**src/rtl/delay_pkg.sv**
```systemverilog
// Shared types and constants for the delay tap sequencer.
// Optional DELAY_MEM_CLEAR_EN build uses the CLEAR state declared here.
package delay_pkg;

    localparam int DATA_W_DEF = 16;
    localparam int ADDR_W_DEF = 15;
    localparam int MAX_TAPS   = 3;

    typedef enum logic [2:0] {
        IDLE,
        WR,
        RD1,
        RD2,
        RD3,
        FIN,
        CLEAR
    } state_t;

    // Largest D for which the 3D tap can never land on the write address.
    function automatic int unsigned max_delay(input int unsigned addr_w);
        return ((32'd1 << addr_w) - 32'd1) / 32'd3;
    endfunction

endpackage

```
**src/rtl/delay_addr_gen.sv**
```systemverilog
// Combinational tap address generator: modulo read address for tap k and
// whether that tap must be forced to zero.
module delay_addr_gen
    import delay_pkg::*;
#(
    parameter int ADDR_W = ADDR_W_DEF
) (
    input  logic [ADDR_W-1:0] wr_ptr,
    input  logic [ADDR_W-1:0] delay,
    input  logic [1:0]        tap_idx,
    input  logic [1:0]        n_taps,
    input  logic [ADDR_W:0]   fill_cnt,
    output logic [ADDR_W-1:0] rd_addr,
    output logic              masked
);

    logic [ADDR_W+1:0] offset;

    assign offset  = {{ADDR_W{1'b0}}, tap_idx} * {2'b00, delay};
    // The subtraction wraps naturally at ADDR_W bits, giving the modulo address.
    assign rd_addr = wr_ptr - offset[ADDR_W-1:0];
    assign masked  = (tap_idx > n_taps) || (delay == '0) || ({1'b0, fill_cnt} < offset);

endmodule

```
**src/rtl/delay_tap_sequencer.sv**
```systemverilog
// One write plus three tap reads per sample through a single RAM port.
// Define DELAY_MEM_CLEAR_EN to zero the whole delay line after every reset.
module delay_tap_sequencer
    import delay_pkg::*;
#(
    parameter int ADDR_W = ADDR_W_DEF,
    parameter int DATA_W = DATA_W_DEF
) (
    input  logic              clk,
    input  logic              rst,
    input  logic              sample_valid,
    input  logic [DATA_W-1:0] sample_in,
    input  logic [31:0]       delay_time,
    input  logic [31:0]       delay_repeat_time,
    output logic [ADDR_W-1:0] mem_addr,
    output logic              mem_we,
    output logic [DATA_W-1:0] mem_wdata,
    input  logic [DATA_W-1:0] mem_rdata,
    output logic [DATA_W-1:0] tap_n_1,
    output logic [DATA_W-1:0] tap_n_2,
    output logic [DATA_W-1:0] tap_n_3,
    output logic              taps_valid,
    output logic              busy,
    output logic              overrun
);

    localparam logic [31:0]     MAX_D    = 32'(max_delay(ADDR_W));
    localparam logic [ADDR_W:0] FILL_MAX = {1'b1, {ADDR_W{1'b0}}};

    state_t            state;
    logic [ADDR_W-1:0] wr_ptr;
    logic [ADDR_W:0]   fill_cnt;
    logic [ADDR_W-1:0] d_in, d_lat;
    logic [1:0]        n_in, n_lat;
    logic [DATA_W-1:0] tap1_r, tap2_r;
    logic [ADDR_W-1:0] rd_addr [1:3];
    logic [3:1]        tap_mask;
`ifdef DELAY_MEM_CLEAR_EN
    logic [ADDR_W-1:0] clr_ptr;
`endif

    assign d_in = (delay_time > MAX_D) ? MAX_D[ADDR_W-1:0] : delay_time[ADDR_W-1:0];
    assign n_in = (delay_repeat_time > 32'(MAX_TAPS)) ? 2'(MAX_TAPS) : delay_repeat_time[1:0];

    for (genvar k = 1; k <= MAX_TAPS; k++) begin : g_tap
        delay_addr_gen #(.ADDR_W(ADDR_W)) u_addr_gen (
            .wr_ptr  (wr_ptr),
            .delay   (d_lat),
            .tap_idx (2'(k)),
            .n_taps  (n_lat),
            .fill_cnt(fill_cnt),
            .rd_addr (rd_addr[k]),
            .masked  (tap_mask[k])
        );
    end

    always_ff @(posedge clk or posedge rst) begin
        if (rst) begin
`ifdef DELAY_MEM_CLEAR_EN
            state   <= CLEAR;
            busy    <= 1'b1;
            clr_ptr <= '0;
`else
            state   <= IDLE;
            busy    <= 1'b0;
`endif
            wr_ptr     <= '0;
            fill_cnt   <= '0;
            d_lat      <= '0;
            n_lat      <= '0;
            tap1_r     <= '0;
            tap2_r     <= '0;
            mem_addr   <= '0;
            mem_we     <= 1'b0;
            mem_wdata  <= '0;
            tap_n_1    <= '0;
            tap_n_2    <= '0;
            tap_n_3    <= '0;
            taps_valid <= 1'b0;
            overrun    <= 1'b0;
        end else begin
            // NOTE: pulse outputs default low here; a state that needs them overrides below.
            mem_we     <= 1'b0;
            taps_valid <= 1'b0;

            if (sample_valid && state != IDLE && state != CLEAR) begin
                overrun <= 1'b1;
            end

            case (state)
                IDLE: begin
                    if (sample_valid) begin
                        d_lat     <= d_in;
                        n_lat     <= n_in;
                        mem_we    <= 1'b1;
                        mem_addr  <= wr_ptr;
                        mem_wdata <= sample_in;
                        busy      <= 1'b1;
                        state     <= WR;
                    end
                end
                WR: begin
                    mem_addr <= rd_addr[1];
                    state    <= RD1;
                end
                RD1: begin
                    mem_addr <= rd_addr[2];
                    state    <= RD2;
                end
                RD2: begin
                    tap1_r   <= mem_rdata;
                    mem_addr <= rd_addr[3];
                    state    <= RD3;
                end
                RD3: begin
                    tap2_r <= mem_rdata;
                    state  <= FIN;
                end
                FIN: begin
                    tap_n_1    <= tap_mask[1] ? '0 : tap1_r;
                    tap_n_2    <= tap_mask[2] ? '0 : tap2_r;
                    tap_n_3    <= tap_mask[3] ? '0 : mem_rdata;
                    taps_valid <= 1'b1;
                    wr_ptr     <= wr_ptr + 1'b1;
                    if (fill_cnt != FILL_MAX) begin
                        fill_cnt <= fill_cnt + 1'b1;
                    end
                    busy  <= 1'b0;
                    state <= IDLE;
                end
`ifdef DELAY_MEM_CLEAR_EN
                CLEAR: begin
                    mem_we    <= 1'b1;
                    mem_addr  <= clr_ptr;
                    mem_wdata <= '0;
                    clr_ptr   <= clr_ptr + 1'b1;
                    if (clr_ptr == '1) begin
                        busy  <= 1'b0;
                        state <= IDLE;
                    end
                end
`endif
                default: begin
                    busy  <= 1'b0;
                    state <= IDLE;
                end
            endcase
        end
    end

endmodule

```
**config.mk**
```make
export PLATFORM = sky130hd
export DESIGN_NAME = delay_tap_sequencer
export DESIGN_NICKNAME = d
export VERILOG_FILES = /design/src/rtl/delay_pkg.sv /design/src/rtl/delay_addr_gen.sv /design/src/rtl/delay_tap_sequencer.sv
export SDC_FILE = /design/constraint.sdc
export NUM_CORES = 1
export LEC_CHECK = 0
export ABC_AREA = 0
export ABC_CLOCK_PERIOD_IN_PS = 7000
export BUFFER_PORTS_ARGS = -buffer_cell sky130_fd_sc_hd__clkbuf_2
export CORE_MARGIN = 5
export CORE_UTILIZATION = 40
export CTS_CLUSTER_SIZE = 12
export DETAILED_ROUTE_END_ITERATION = 12
export HOLD_SLACK_MARGIN = 0.03
export SYNTH_ARGS = -nofsm -noshare
export SYNTH_HDL_FRONTEND = slang
export SYNTH_SLANG_ARGS = --single-unit
```
**constraint.sdc**
```tcl
create_clock -name clk -period 7 [get_ports clk]
set_input_delay 0.35 -clock clk [delete_from_list [all_inputs] [get_ports clk]]
set_output_delay 0.35 -clock clk [all_outputs]
set_load 0.02 [all_outputs]
```
==> results of run 1 <==
stage by stage:
stage	hold slack (ns)	instances
detailed placement	0.461	1450
finish	0.0929	1482
CTS	0.0796	1482
floorplan	0.455	966
global route	0.0818	1482
global placement	0.454	1450
report_power, final:
group          switching [mW]  internal, mW  total, mW  leakage, nW
logic                   0.678         0.479       1.16         3.44
clock network           0.480         0.492      0.973        0.299
registers               0.166          1.17       1.34         2.14
flip-flops by register name (all words and copies together), names as in the netlist:
signal	cells
n_lat	2
tap_n_1	16
overrun	1
wr_ptr	15
d_lat	15
tap_n_2	16
state	3
mem_addr	15
busy	1
fill_cnt	16
tap2_r	16
tap_n_3	16
mem_wdata	16
mem_we	1
tap1_r	16
taps_valid	1
worst reg2reg max path: cells and delay by family, from the launching register on:
family	cells	cell delay, ns
xor+xnor	1	0.14
flops	1	0.42
buf+inv	1	0.15
fa+ha+maj	2	0.65
compound gates	9	2.38
simple gates	3	0.50
cell families after synthesis:
kind of cell             Yosys count  share of synthesized area [%]
buffers and inverters             69                           2.77
multiplexers                      37                           4.23
flip-flops                       166                           42.4
adder cells (fa/ha/maj)           99                           12.9
AO/OA/AOI/OAI                    255                           18.6
XOR/XNOR                          64                           5.72
AND/OR/NAND/NOR                  276                           13.4
worst min path at each step:
| stage | start | endpoint | slack [ns] |
|---|---|---|---|
| floorplan | sample_in[0] | mem_wdata[0] | 0.46 |
| global placement | overrun | overrun | 0.45 |
| detailed placement | overrun | overrun | 0.46 |
| CTS | sample_in[13] | mem_wdata[13] | 0.08 |
| global route | sample_in[13] | mem_wdata[13] | 0.08 |
| finish | sample_in[13] | mem_wdata[13] | 0.09 |
area by class of cell:
class / instances / area [um^2] / share of cell area, %
multi-input cells: 731 / 5370 / 46.0
flip-flops and latches: 166 / 4150 / 35.6
repair buffers: 190 / 973 / 8.34
clock buffers: 17 / 425 / 3.64
well taps: 324 / 405 / 3.47
clock inverters: 15 / 191 / 1.64
inverters: 39 / 151 / 1.30
layer usage:
| metal | track usage, % | vias up | part of all wire, % |
|---|---|---|---|
| met3 | 3.13 | 15 | 4.4 |
| li1 | - | 3877 | - |
| met5 | 0 | - | 0 |
| met4 | 4.80 | 0 | 1.2 |
| met2 | 29.5 | 194 | 45 |
| met1 | 27.1 | 3760 | 49 |
cell usage in the layout (no fill, tap or decap), drive strengths merged, types with 8 or more instances in the layout:
master / count
a211oi: 8
a21o: 26
a21oi: 56
a22o: 54
buf: 9
clkbuf: 198
dfrtp: 166
ha: 96
inv: 48
mux2: 35
nand2: 105
nand2b: 9
nand3: 15
nand4: 22
nor2: 58
nor2b: 14
nor3: 12
nor4: 16
o21a: 12
o21ai: 48
xnor2: 49
xor2: 15
==> flow_metrics.tcl, run 1 <==
set metrics [dict create \
    clk_transition_reported_paths_ns 0.08 \
    reg2reg_slack_ns 2.71 \
    syn_inst 966 \
    hold_depth 3 \
    core_um2 24200 \
    dieArea_um2 27700 \
    grt_start_max_net_pins 110 \
    crit_chain "inv_1, ha_1, nor2b_1, o21ai_0, a21boi_0, o41ai_1, o21ai_0, a31oi_1, o21bai_1, xnor2_1, ha_1, a21oi_1, and4bb_2, nand2_1, a311oi_4, a22o_1" \
    clock_skew_ns 0.0172 \
    clock-sinks 166 \
    gp_congestion 0.915 \
    critPathKind "reg2reg" \
    synthTopCellsByCount "dfrtp_1, nand2_1, ha_1, nor2_1, a21oi_1" \
    startpoint_type "flop" \
    antenna_found_initial 0 \
    clk_latency_ns 0.44 \
    synthArstFlopShare_pct 100 \
    synth.top_cell.area_share_pct 42.4 \
    worstRegToRegCells 16 \
    synthMostInstantiatedCell "dfrtp_1" \
    fin_ws_ns 2.71 \
    syn_to_final_growth_pct 19.1 \
    ctsLongestPathBuffers 2 \
    syn_nets 1164 \
    htreeDepth 4 \
    place_hpwl_um 19600 \
    power.density_nw_per_um2 297 \
    vias 7846 \
    crit_required_ns 7.38 \
    io_buffers 181 \
    slew_headroom_pct 34.9 \
    cts_hold_buf 0 \
    drt_iter0_drc 427 \
    synth_warnings 0 \
    dr.pass1.iters 6 \
    synth_edf_count 0 \
    synth_seq_area_share_pct 42.4 \
    syn_area_per_cell_um2 10.1 \
    min_path_type "in2reg" \
    r2r-end "tap_n_3[8]" \
    n_fill_cell 2293 \
    final_util_pct 48.1 \
    period_needed_ns 4.29 \
    r2r_start "d_lat[2]" \
    drtAntennaViolNets 0 \
    critPathBufInv 1 \
    synth_area_leaders "dfrtp_1, ha_1, a22o_1" \
    cts_tree "built" \
    worst_setup_path_end_kind "flop" \
    maxCapViolations 0 \
    rsz0062_at_grt "no" \
    setup.worst_path.start "d_lat[2]" \
    io_pins 182 \
    cts_setup_buffers 0 \
    routed_via_density 5.29 \
    drive_gt1_share_pct 23.3 \
    netlist_area_um2 9800 \
    critPathArrivalTime_ns 4.66 \
    final_area_um2 11700 \
    fin_tns_setup_ns 0 \
    cts_buffers 17 \
    crit_family "compound AO/OA/AOI/OAI gates" \
    clockRootBuffer "clkbuf_16" \
    setup_viol 0 \
    grt_pass1_wl_um 42300 \
    synth_largest_area_cell "dfrtp_1" \
    overflow 0 \
    leakage_nw 5.88 \
    synth.distinct_cells 64 \
    fin_nets 1343 \
    pre_cts_ws_ns 2.70 \
    slew_viol_final 0 \
    drcViolationCount 0 \
    vdd_ir_drop_max_mv 0.150 \
    crit_cells 16 \
    min_period_over_period_pct 61.2 \
    post_cts_resized 0 \
    avgRoutedWirePerCell_um 17.3 \
    status "finished, final reports clean" \
    cp_max_fo 16 \
    antenna_cells 0 \
    finalPower_mw 3.47 \
    num_rows 57 \
    hold_viol 0 \
    die_y_um 166 \
    synth_ff_type "dfrtp_1" \
    fmax_ghz 0.233 \
    die_w_um 166 \
    start_util_pct 40.4 \
    worst_path_largest_cell_delay_ns 0.71 \
    postPlaceCellArea_um2 11100 \
    endpoint "tap_n_3[8]" \
    totalWireLength_um 25700 \
    ys_ff_latch 166 \
    grt.total_usage_pct 18.8 \
    crit_slowest_cell "a311oi_4" \
    max_slew.worst_pin.slew_ns 0.977 \
    first_global_vias 8036 \
]
Power figures use the tool's default switching activity.
==> run 2, diff against run 1 <==
- ABC_CLOCK_PERIOD_IN_PS: 7000 -> 4300
- clock period: 7 -> 4.3 ns (I/O delays scaled with it)
==> run 2 against run 1 <==
  * Sequential power is 60% higher
  * Critical path type unchanged
  * Total power is 65% higher
  * Sequential share of layout area is 1.3 points lower
  * Clock-buffer cell count is 1 higher
  * Largest power group unchanged
  * Cell count is 3.1% higher
  * Core utilization is 1.8 points higher
  * Worst setup slack worse by 2.3 ns
  * Design area is 3.8% higher
  * Critical path depth is 4 higher
==> flow_metrics.tcl, run 2 (same netlist as run 1, synthesis figures left out) <==
set metrics [dict create \
    status "finished, final reports clean" \
    clock_power_share_pct 27.4 \
    combPwrFrac_pct 35.1 \
    core_um2 24200 \
    critPathArrivalTime_ns 4.24 \
    seq_area_um2 4150 \
    switching_share_pct 37.2 \
    setup_viol 0 \
    drt_iter0_drc 537 \
    worst_setup_path_end_kind "flop" \
    vdd_ir_drop_max_mv 0.257 \
    clock_skew_ns 0.0147 \
    power.density_nw_per_um2 472 \
    fin_nets 1389 \
    final_cell_mix "clkbuf_2, dfrtp_1, nand2_1" \
    routed_via_density 5.30 \
    start_util_pct 40.4 \
    reg2reg_slack_ns 0.37 \
    place_hpwl_um 19800 \
    layout_commonest_cell "clkbuf_2" \
    p_int_mw 3.59 \
    maxCapViolations 0 \
    drive_gt1_share_pct 23.5 \
    rsz0062_at_grt "no" \
    min_path_type "in2reg" \
    clk_transition_reported_paths_ns 0.07 \
    grt.total_usage_pct 19.1 \
    drcViolationCount 0 \
    io_buffers 181 \
    leakage_nw 6.07 \
    totalWireLength_um 26500 \
    startpoint_type "flop" \
    grt_start_max_net_pins 91 \
    grt_pass1_wl_um 43200 \
    cts_buffers 17 \
    critPathKind "reg2reg" \
    slew_viol_final 0 \
    overflow 0 \
    min_period_over_period_pct 91.5 \
    avgRoutedWirePerCell_um 17.3 \
    period_needed_ns 3.93 \
    die_y_um 166 \
    vias 8103 \
    cp_max_fo 7 \
    gp_congestion 0.873 \
    n_fill_cell 2291 \
    htreeDepth 4 \
    crit_required_ns 4.61 \
    dieArea_um2 27700 \
    cts_tree "built" \
    drtAntennaViolNets 0 \
    fin_tns_setup_ns 0 \
    num_rows 57 \
    antenna_cells 0 \
    clk_latency_ns 0.43 \
    hold_viol 0 \
    clockRootBuffer "clkbuf_16" \
    io_pins 182 \
    p_seq_share_pct 37.5 \
    multi_input_area_um2 5380 \
    max_slew.worst_pin.slew_ns 1.12 \
    first_global_vias 8190 \
    fmax_ghz 0.254 \
    clock-sinks 166 \
    ctsLongestPathBuffers 2 \
    die_w_um 166 \
    syn_to_final_growth_pct 23.7 \
    antenna_found_initial 0 \
    dr.pass1.iters 5 \
    slew_headroom_pct 25.4 \
    p_switching_mw 2.13 \
    finalPower_mw 5.72 \
]
[run 2: power by group through the flow]
| stage | logic [mW] | registers [mW] | clock network (mW) |
|---|---|---|---|
| floorplan | 1.22 | 2.29 | 0 |
| global placement | 1.96 | 2.16 | 0 |
| detailed placement | 2.00 | 2.16 | 0 |
| CTS | 2.03 | 2.14 | 1.60 |
| global route | 2.24 | 2.20 | 1.67 |
| finish | 2.01 | 2.14 | 1.57 |
[run 2: path summary, 6_finish.rpt]
path / startpoint / to / depth (start not counted)
worst min-delay path: delay_time[10] / d_lat[10] / 2
max in group asynchronous: rst / mem_wdata[8] / 4
worst min register to register: mem_wdata[1] / mem_wdata[1] / 2
worst max-delay path: d_lat[1] / mem_addr[14] / 20
worst max register to register: d_lat[1] / mem_addr[14] / 20
min in group asynchronous: rst / tap_n_1[0] / 3
[run 2: layer usage]
layer  vias up  GRT usage (%)  share of wire (%)
li1       3971              -                  -
met1      3876           26.8                 47
met2       230           30.7                 46
met3        26           3.41                5.2
met4         0           4.94                1.4
met5         -              0                  0
[run 2: area by class of cell]
class                      instances  area share [%]
multi-input combinational        731            44.4
sequential                       166            34.3
timing repair buffer             236            11.8
clock buffer                      18            3.62
tap                              324            3.35
clock inverter                    14            1.33
inverter                          39            1.24
[run 2: repair_timing]
item | CTS | global route
hold endpoints to repair | 45 | 0
buffers inserted | 0 | 1
gates resized for setup | 0 | 1
endpoints found under the setup margin | 0 | 17
hold buffers | 34 | 0
[run 2: through the flow]
| stage | setup WS [ns] | utilization [%] | hold WS, ns | std cells | area, um^2 |
|---|---|---|---|---|---|
| 2_1_floorplan | 0.826 | - | 0.320 | 966 | 9800 |
| 3_3_place_gp | 0.201 | 46.0 | 0.408 | 1461 | 11100 |
| 3_5_place_dp | 0.0637 | 46.0 | 0.415 | 1461 | 11100 |
| 4_1_cts | 0.0614 | 49.9 | 0.0304 | 1527 | 12100 |
| 5_1_grt | 0.0691 | 50.0 | 0.0392 | 1528 | 12100 |
| 6_report | 0.367 | 50.0 | 0.0363 | 1528 | 12100 |
[run 2: worst max-delay path: stages, from the launching register on]
cell and delay [ns]:
dfrtp_1 0.40, inv_1 0.17, fa_1 0.49, nor2b_1 0.13, o21ai_0 0.10, a21boi_0 0.31, o41ai_2 0.10, buf_4 0.14
o21ai_0 0.21, nand2_1 0.10, xor2_1 0.17, mux2_2 0.29, ha_1 0.33, nor3b_1 0.24, a21oi_1 0.06, o21ai_0 0.10
a21oi_1 0.08, nand2_1 0.09, nand3_1 0.08, mux2i_1 0.15, nor2_1 0.06
==> run 3, diff against run 2 <==
- ABC_CLOCK_PERIOD_IN_PS: 4300 -> 3500
- clock period: 4.3 -> 3.5 ns (I/O delays scaled with it)
==> run 3 against run 2 <==
  * The flow now finishes with violations (setup timing)
  * Clock skew grew 0.0028 ns
  * Design area grew 7.8%
  * Wire length grew 3.7%
  * Non-clock buffer count grew 73
  * Via count grew 3.1%
  * Core utilization grew 3.9 points
  * Sequential share of layout area shrank 2.5 points
  * Register-to-register slack lost 0.43 ns
  * Cell count grew 4.8%
  * Flip-flop and latch count is the same
  * Total power grew 27%
==> flow_metrics.tcl, run 3 (same netlist as run 1, synthesis figures left out) <==
set metrics [dict create \
    violations "setup timing" \
    avgRoutedWirePerCell_um 17.1 \
    r2r-end "tap_n_3[3]" \
    final_cell_mix "clkbuf_2, dfrtp_1, nand2_1" \
    cp_max_fo 8 \
    leakage_nw 6.50 \
    drtAntennaViolNets 0 \
    dr.pass1.iters 7 \
    crit_required_ns 3.87 \
    combPwrFrac_pct 36.5 \
    fin_ws_ns -0.0628 \
    ctsLongestPathBuffers 2 \
    drive_gt1_share_pct 30.5 \
    grt_start_max_net_pins 108 \
    max_slew.worst_pin.slew_ns 1.15 \
    place_hpwl_um 20200 \
    status "complete, but fails checks" \
    io_pins 182 \
    min_from "delay_repeat_time[17]" \
    start_util_pct 40.4 \
    period_needed_ns 3.56 \
    fin_tns_setup_ns -0.661 \
    r2r_start "d_lat[1]" \
    pre_cts_ws_ns -0.584 \
    clock_skew_ns 0.0175 \
    switching_share_pct 37.4 \
    die_w_um 166 \
    setup.worst_path.start "d_lat[1]" \
    drcViolationCount 0 \
    clock-sinks 166 \
    first_global_vias 8675 \
    cts_tree "built" \
    worst_setup_path_end_kind "flop" \
    overflow 0 \
    top_layer_used "met4" \
    clock_power_share_pct 27.4 \
    vias 8351 \
    power.density_nw_per_um2 554 \
    vdd_ir_drop_max_mv 0.393 \
    worstRegToRegCells 19 \
    hold_viol 0 \
    final_area_um2 13100 \
    antenna_found_initial 0 \
    core_um2 24200 \
    gp_congestion 0.906 \
    fmax_ghz 0.281 \
    dr_wl_met3_um 1270 \
    num_rows 57 \
    dieArea_um2 27700 \
    drt_iter0_drc 450 \
    rsz0062_at_grt "yes" \
    grt.total_usage_pct 19.9 \
    cts_buffers 17 \
    clk_latency_ns 0.44 \
    final_util_pct 53.9 \
    postPlaceCellArea_um2 11500 \
    maxCapViolations 0 \
    slew_headroom_pct 23.2 \
    critPathKind "reg2reg" \
    setup_viol 19 \
    finalPower_mw 7.24 \
    fin_nets 1462 \
    io_buffers 181 \
    critPathArrivalTime_ns 3.94 \
    min_path_type "in2reg" \
    endpoint "tap_n_3[3]" \
    clk_transition_reported_paths_ns 0.08 \
    reg2reg_slack_ns -0.06 \
    p_int_mw 4.53 \
    routed_via_density 5.22 \
    syn_to_final_growth_pct 33.3 \
    grt_pass1_wl_um 45100 \
    clockRootBuffer "clkbuf_16" \
    htreeDepth 4 \
    antenna_cells 0 \
    slew_viol_final 0 \
    min_period_over_period_pct 102 \
    met2_wirelength_um 13000 \
    totalWireLength_um 27400 \
    wl_met1_um 12600 \
    p_seq_share_pct 36.1 \
    p_switching_mw 2.71 \
    layout_commonest_cell "clkbuf_2" \
    die_y_um 166 \
    startpoint_type "flop" \
]
## run 3: cell types whose count changed in the layout (fill, tap and decap cells not counted), moves of 6 or more
cell / before / now
buf_4: 19 / 74
ha_4: 0 / 7
a21oi_1: 55 / 45
a21oi_2: 1 / 10
ha_1: 96 / 85
o21ai_0: 43 / 33
dlygate4sd3_1: 34 / 49
o21ai_1: 4 / 10
## run 3: area by class of cell
| type | instances | area [um^2] |
|---|---|---|
| Inverter | 39 | 150 |
| Tap cell | 324 | 405 |
| Clock buffer | 17 | 425 |
| Sequential cell | 166 | 4160 |
| Clock inverter | 15 | 211 |
| Fill cell | 2182 | 11200 |
| Timing Repair Buffer | 309 | 2050 |
| Multi-Input combinational cell | 731 | 5670 |
## run 3: critical path, cell delays in order (launching register included)
cell and delay, ns:
dfrtp_1 0.39, ha_2 0.20, inv_2 0.04, fa_2 0.35, nor2b_2 0.13, o21ai_2 0.07
a21boi_2 0.20, o41ai_4 0.12, o21ai_4 0.18, nand2_2 0.08, xor2_2 0.15, ha_1 0.28
o21ai_1 0.05, nand2b_1 0.07, a21oi_1 0.06, and4bb_2 0.29, nand2_2 0.07, a311oi_4 0.38
clkbuf_16 0.25, a22o_1 0.12
## run 3: how the worst min path moves through the flow
stage / end / slack, ns / cells after the start
after global placement: tap_n_3[0] / 0.32 / 3
after CTS: n_lat[0] / 0.09 / 5
after floorplan: mem_wdata[0] / 0.28 / 2
after global routing: n_lat[0] / 0.14 / 5
after detailed placement: tap_n_1[0] / 0.33 / 3
final: n_lat[0] / 0.09 / 5
## run 3: stage by stage
stage | cells | hold slack [ns]
5_1_grt | 1601 | 0.136
4_1_cts | 1600 | 0.0873
6_report | 1601 | 0.0884
3_5_place_dp | 1512 | 0.331
3_3_place_gp | 1512 | 0.316
2_1_floorplan | 966 | 0.280
## run 3: layer usage
layer  track usage [%]  vias up
met4              6.15        0
met5                 0        -
met1              27.0     3950
met2              32.9      231
li1                  -     4140
met3              3.11       30
## run 3: power by group through the flow
stage          Sequential [mW]  Combinational, mW  Clock (mW)
2_1_floorplan             2.81               1.50           0
4_1_cts                   2.62               2.62        2.04
3_5_place_dp              2.65               2.53           0
6_report                  2.61               2.64        1.99
3_3_place_gp              2.64               2.48           0
5_1_grt                   2.68               2.95        2.12
## run 3: what timing repair did
| action | 4_1_cts | 5_1_grt |
|---|---|---|
| setup endpoints to repair | 22 | 24 |
| pin swaps | 18 | 46 |
| gates resized for setup | 24 | 46 |
| gates cloned | 0 | 1 |
| setup buffers | 7 | 2 |
| hold endpoints to repair | 245 | 0 |
| hold buffers | 49 | 0 |
